[config.mk]
export PLATFORM = sky130hd
export DESIGN_NAME = if_id_skid_reg
export DESIGN_NICKNAME = d
export VERILOG_FILES = /design/src/rtl/if_id_skid_reg.sv
export SDC_FILE = /design/constraint.sdc
export NUM_CORES = 1
export LEC_CHECK = 0
export ABC_AREA = 1
export BUFFER_PORTS_ARGS = -buffer_cell sky130_fd_sc_hd__buf_2
export CAP_MARGIN = 20
export CORE_AREA = 2 2 118 120
export DETAILED_ROUTE_END_ITERATION = 16
export DIE_AREA = 0 0 120 122
export RECOVER_POWER = 50
export SLEW_MARGIN = 25
export SYNTH_ARGS = -nofsm -noshare
export SYNTH_HDL_FRONTEND = slang
export SYNTH_SLANG_ARGS = --single-unit
[constraint.sdc]
create_clock -name clock -period 1.6 [get_ports clock]
set_input_delay 0.08 -clock clock [delete_from_list [all_inputs] [get_ports clock]]
set_output_delay 0.08 -clock clock [all_outputs]
set_load 0.01 [all_outputs]
[src/rtl/if_id_skid_reg.sv]
// if_id_skid_reg: IF/ID stage register with valid/ready handshake, one-entry skid buffer, flush and stall counter.
module if_id_skid_reg #(
  parameter int PC_WIDTH = 8,
  parameter int INSTR_WIDTH = 32,
  parameter int PC_INC = 4,
  parameter logic [INSTR_WIDTH-1:0] NOP_INSTR = '0,
  parameter int CNT_WIDTH = 16
) (
  input  logic                   clock,
  input  logic                   reset,
  input  logic                   in_valid,
  output logic                   in_ready,
  input  logic [PC_WIDTH-1:0]    in_pc,
  input  logic [INSTR_WIDTH-1:0] in_instr,
  input  logic                   flush,
  output logic                   out_valid,
  input  logic                   out_ready,
  output logic [PC_WIDTH-1:0]    out_pc,
  output logic [PC_WIDTH-1:0]    out_pc_next,
  output logic [INSTR_WIDTH-1:0] out_instr,
  output logic [CNT_WIDTH-1:0]   stall_count
);
  logic main_v_q, main_v_d, skid_v_q, skid_v_d;
  logic [PC_WIDTH-1:0] pc_q, pc_d, pcn_q, pcn_d, skid_pc_q, skid_pc_d;
  logic [INSTR_WIDTH-1:0] instr_q, instr_d, skid_instr_q, skid_instr_d;
  logic [CNT_WIDTH-1:0] cnt_q, cnt_d;
  logic in_xfer, load_in, load_skid, to_skid, drain;
  always_comb begin
    in_xfer = in_valid & ~skid_v_q;
    load_in = ~flush & in_xfer & (~main_v_q | out_ready);
    load_skid = ~flush & main_v_q & out_ready & skid_v_q;
    to_skid = ~flush & in_xfer & main_v_q & ~out_ready;
    drain = ~flush & main_v_q & out_ready & ~skid_v_q & ~in_xfer;
    main_v_d = (flush | drain) ? 1'b0 : ((load_in | load_skid) ? 1'b1 : main_v_q);
    skid_v_d = (flush | load_skid) ? 1'b0 : (to_skid ? 1'b1 : skid_v_q);
    pc_d = load_skid ? skid_pc_q : (load_in ? in_pc : pc_q);
    pcn_d = pc_d + PC_WIDTH'(PC_INC);
    instr_d = (flush | drain) ? NOP_INSTR : (load_skid ? skid_instr_q : (load_in ? in_instr : instr_q));
    skid_pc_d = to_skid ? in_pc : skid_pc_q;
    skid_instr_d = to_skid ? in_instr : skid_instr_q;
    // Saturating: stop once every bit is set.
    cnt_d = (main_v_q & ~out_ready & ~&cnt_q) ? cnt_q + 1'b1 : cnt_q;
  end
  always_ff @(posedge clock) begin
    if (reset) begin
      main_v_q <= 1'b0;
      skid_v_q <= 1'b0;
      pc_q <= '0;
      pcn_q <= PC_WIDTH'(PC_INC);
      instr_q <= NOP_INSTR;
      skid_pc_q <= '0;
      skid_instr_q <= NOP_INSTR;
      cnt_q <= '0;
    end else begin
      main_v_q <= main_v_d;
      skid_v_q <= skid_v_d;
      pc_q <= pc_d;
      pcn_q <= pcn_d;
      instr_q <= instr_d;
      skid_pc_q <= skid_pc_d;
      skid_instr_q <= skid_instr_d;
      cnt_q <= cnt_d;
    end
  end
  assign in_ready = ~skid_v_q;
  assign out_valid = main_v_q;
  assign out_pc = pc_q;
  assign out_pc_next = pcn_q;
  assign out_instr = instr_q;
  assign stall_count = cnt_q;
endmodule

==> results summary <==
The flow ran to the end, and the final reports show no timing, DRC or antenna violations. The worst register-to-register path ends at stall_count[3]. In this run the cell area of the synthesized design comes to between 4000 and 5000 um^2. The initial utilization of the core area, before any placement, comes to 0.328. The critical path is of the flip-flop to flip-flop type. The number of antenna violations at the first check in global routing came to 0. Excluding fillers, the count of instances in the completed layout stands at 953. Setup repair after global routing could not meet its margin everywhere.

The area taken by flip-flops and latches came out at ~2100 um^2. The area of the die is 14600 um^2. The share of synthesized flip-flops with an asynchronous set or reset came out at 0. The transition time at the pin with the least slew margin is 0.329 ns.

The worst setup path is launched from a flip-flop. The total of warnings raised by yosys is 0. For this design, the sink count on the clock tree is 104.

The half-perimeter wire length after detailed placement is 8050 um. The overall routing resource usage came out at 0.168. The worst supply voltage drop on vdd is 0.405 mV. The fraction of final layout cells with drive strength greater than 1 came out at 0.176. The count of nets after finishing came out at 814. The synthesized net count is 658. The most critical setup path has its endpoint at stall_count[3]. The filler cell count in the final layout came out at roughly 1400. The final critical-path share of the clock period came out at 0.940.

The flop and latch count out of synthesis is ~100. The diode insertion count for antenna repair came out at 0. After detailed routing, the number of remaining DRC violations is 0.

The final critical path time including I/O delays and setup came out at 1.50 ns. The pin count of the biggest net entering global routing is between 40 and 50. The total non-filler cell area in the finished layout came out at 6030 um^2. The final design utilization is 0.446. The count of routing violations after the opening detailed-route iteration is 270. The clock tree skew after final layout came out at 0.00706 ns. The die height is 122 um.

For the worst setup path, the data arrival time is 1.74 ns. The average wire per cell in the routed design is 12.8 um. The number of hold violations in the final report came out at 0. The remaining global-route overflow came out at 0. The portion of synthesized cell area occupied by the leading cell type came out at 0.470.

The later pin in the worst-skew pair is clocked with a latency of 0.35 ns. The count of vias placed by the detailed router came out at 4486. Ranked by instance count, the synthesized netlist is headed by 132 x sky130_fd_sc_hd__nor2_1, 110 x sky130_fd_sc_hd__nand2_1, 104 x sky130_fd_sc_hd__dfxtp_1, 60 x sky130_fd_sc_hd__a21oi_1, 60 x sky130_fd_sc_hd__o21ai_0. The number of top-level pins came out at 111. The die is 120 um wide. The slack of the worst reg-to-reg path came out at 0.1 ns. After floorplanning, the core was divided into 43 placement rows. The wire length reported by the detailed router came out at between 10000 and 15000 um.

The nature of the critical path endpoint is a flip-flop. The buffer levels on the longest clock path is 2. The CTS tree is yes. The layout-stage area growth over the synthesis result is 35.9%. The number of endpoints failing setup at the final stage came out at 0. The count of placed standard cells including taps is about 900. The fraction of the yosys area taken by sequential cells came out at 0.470. The multi-input combinational cells in the finished layout cover a total of 2100 um^2. The largest total area in the synthesized netlist belongs to sky130_fd_sc_hd__dfxtp_1.

STA puts the critical path data required time at 1.84 ns. The critical path starts at stall_count[1]. The remaining max-slew budget at the tightest pin came out at 0.781. The post-synthesis area per instance came out at 7.25 um^2. In this run the remaining antenna-violating nets after routing total 0. Using the TritonRoute via totals, the vias-per-cell ratio works out to 4.71. On the final layout, the worst hold slack is 0.0253 ns. sky130_fd_sc_hd__nor2_1 is the most common cell in the netlist.

The max-capacitance violation count is 0. The tightest min-delay check is of the input port to flip-flop type. Summed over all cells, the static leakage comes to around 2.4 nW. The upper clock frequency limit came out at ~0.66 GHz.

Measured in cells, the most critical reg-to-reg path has a length of 9. The root buffer cell is sky130_fd_sc_hd__clkbuf_16. The H-tree depth came out at 3. In the synthesized netlist the dominant register cell turns out to be sky130_fd_sc_hd__dfxtp_1. Before antenna repair, the detailed router went through 5 iterations. The first global-routing pass estimated 19500 um of wire. The count of pins over their slew limit came out at 0. The count of cell types in the netlist came out at 36. Counting every instance in the synthesized netlist gives approximately 610. The setup TNS after final layout is 0 ns. The cell area power density is around 880 nW/um^2. In this run the critical register-to-register path is launched from stall_count[1]. In this run the cell area measured after placement is roughly 5400 um^2.

The core region is between 10000 and 15000 um^2. Ranked by total cell area, the synthesized netlist is headed by sky130_fd_sc_hd__dfxtp_1 47%, sky130_fd_sc_hd__nor2_1 11%, sky130_fd_sc_hd__nand2_1 9.3%, sky130_fd_sc_hd__a21oi_1 6.8%, sky130_fd_sc_hd__o21ai_0 6.8%. The total clock buffers created by CTS came out at 9. The number of synthesized flops with an enable pin came out at 0.

During placement, the flow inserted port buffers numbering 110. After clock tree synthesis, the clock-pin slew on the worst setup and hold paths is 0.07 ns. The via count of the first global-routing pass is roughly 4000.

The worst-path maximum fanout is 11. At the end of routability-driven placement, the weighted congestion stood at 0.795.
[state kept, by name, indices dropped and copies added (netlist names)]
name          cells
out_instr        32
out_pc            8
out_pc_next       6
out_valid         1
skid_instr_q     32
skid_pc_q         8
skid_v_q          1
stall_count      16
[report_power, final]
group	internal (W)	switching [W]
Combinational	0.000217	0.000273
Clock	0.00112	0.00104
Sequential	0.00263	0.0000266
Total	0.00397	0.00134
[per-stage QoR]
step | power (W) | worst slack (ns)
finish | 0.00531 | 0.0955
global route | 0.00555 | -0.0192
CTS | 0.00540 | 0.0197
detailed placement | 0.00316 | 0.0458
global placement | 0.00315 | 0.0506
floorplan | 0.00296 | 0.0371
[layout make-up]
class	instances	area share
Multi-Input combinational cell	434	0.348
Sequential cell	104	0.347
Inverter	39	0.0251
Clock inverter	6	0.00851
Timing Repair Buffer	180	0.194
Clock buffer	10	0.0397
Tap cell	180	0.0374
[cells by family after synthesis]
logic type / Yosys count / synth area share
XOR/XNOR: 5 / 0.00988
AO/OA/AOI/OAI: 148 / 0.179
adder cells (fa/ha/maj): 1 / 0.00282
AND/OR/NAND/NOR: 280 / 0.262
buffers and inverters: 74 / 0.0767
flip-flops: 104 / 0.470
[worst max-delay path: stages, from the launching register on]
cell and delay [ns]:
sky130_fd_sc_hd__dfxtp_2 0.35, sky130_fd_sc_hd__ha_4 0.16, sky130_fd_sc_hd__nand3_4 0.09, sky130_fd_sc_hd__nor3_4 0.22
sky130_fd_sc_hd__nand3_2 0.09, sky130_fd_sc_hd__nand2_2 0.10, sky130_fd_sc_hd__buf_6 0.14, sky130_fd_sc_hd__nor2_1 0.06
sky130_fd_sc_hd__o21ai_0 0.14, sky130_fd_sc_hd__a21oi_1 0.05
[routing by layer]
| metal | track usage | share of wire | vias up |
|---|---|---|---|
| met5 | 0 | 0 | - |
| met4 | 0.0721 | 0.015 | 0 |
| met3 | 0.0318 | 0.043 | 14 |
| met2 | 0.273 | 0.45 | 116 |
| met1 | 0.217 | 0.49 | 2042 |
| li1 | - | - | 2314 |
[worst min path at each step]
| stage | start | to | slack [ns] | cells after the start |
|---|---|---|---|---|
| detailed placement | flush | skid_v_q | 0.33 | 2 |
| global route | in_pc[3] | skid_pc_q[3] | 0.03 | 3 |
| finish | in_instr[23] | skid_instr_q[23] | 0.03 | 3 |
| CTS | in_pc[3] | skid_pc_q[3] | 0.002 | 3 |
| global placement | flush | skid_v_q | 0.32 | 2 |
| floorplan | reset | skid_v_q | 0.16 | 1 |
[cell usage in the layout, fill, tap and decap left out, types with 2 or more instances in the layout]
cell and instances:
sky130_fd_sc_hd__a31oi_1 2, sky130_fd_sc_hd__dfxtp_1 99, sky130_fd_sc_hd__buf_6 2, sky130_fd_sc_hd__nor2_1 131
sky130_fd_sc_hd__clkinv_4 2, sky130_fd_sc_hd__nand2_2 4, sky130_fd_sc_hd__nor3_1 4, sky130_fd_sc_hd__o21ai_1 11
sky130_fd_sc_hd__clkbuf_1 61, sky130_fd_sc_hd__xor2_1 3, sky130_fd_sc_hd__o211ai_1 10, sky130_fd_sc_hd__o21ai_0 60
sky130_fd_sc_hd__xnor2_1 2, sky130_fd_sc_hd__dlygate4sd3_1 31, sky130_fd_sc_hd__buf_2 53, sky130_fd_sc_hd__nand4_1 7
sky130_fd_sc_hd__inv_6 4, sky130_fd_sc_hd__a21oi_1 59, sky130_fd_sc_hd__nand2_4 2, sky130_fd_sc_hd__inv_1 34
sky130_fd_sc_hd__buf_4 26, sky130_fd_sc_hd__nor2_4 2, sky130_fd_sc_hd__dfxtp_2 3, sky130_fd_sc_hd__nand3_4 2
sky130_fd_sc_hd__nand2_1 106, sky130_fd_sc_hd__nand3_1 11, sky130_fd_sc_hd__clkbuf_16 10, sky130_fd_sc_hd__inv_2 4
sky130_fd_sc_hd__buf_12 6, sky130_fd_sc_hd__nor2_2 2, sky130_fd_sc_hd__dfxtp_4 2
[what timing repair did]
action,CTS,global route
resized for setup,0,27
buffers inserted,0,2
hold endpoints to repair,33,0
hold buffers,31,0
endpoints found under the setup margin,0,42
Power figures use the tool's default switching activity.
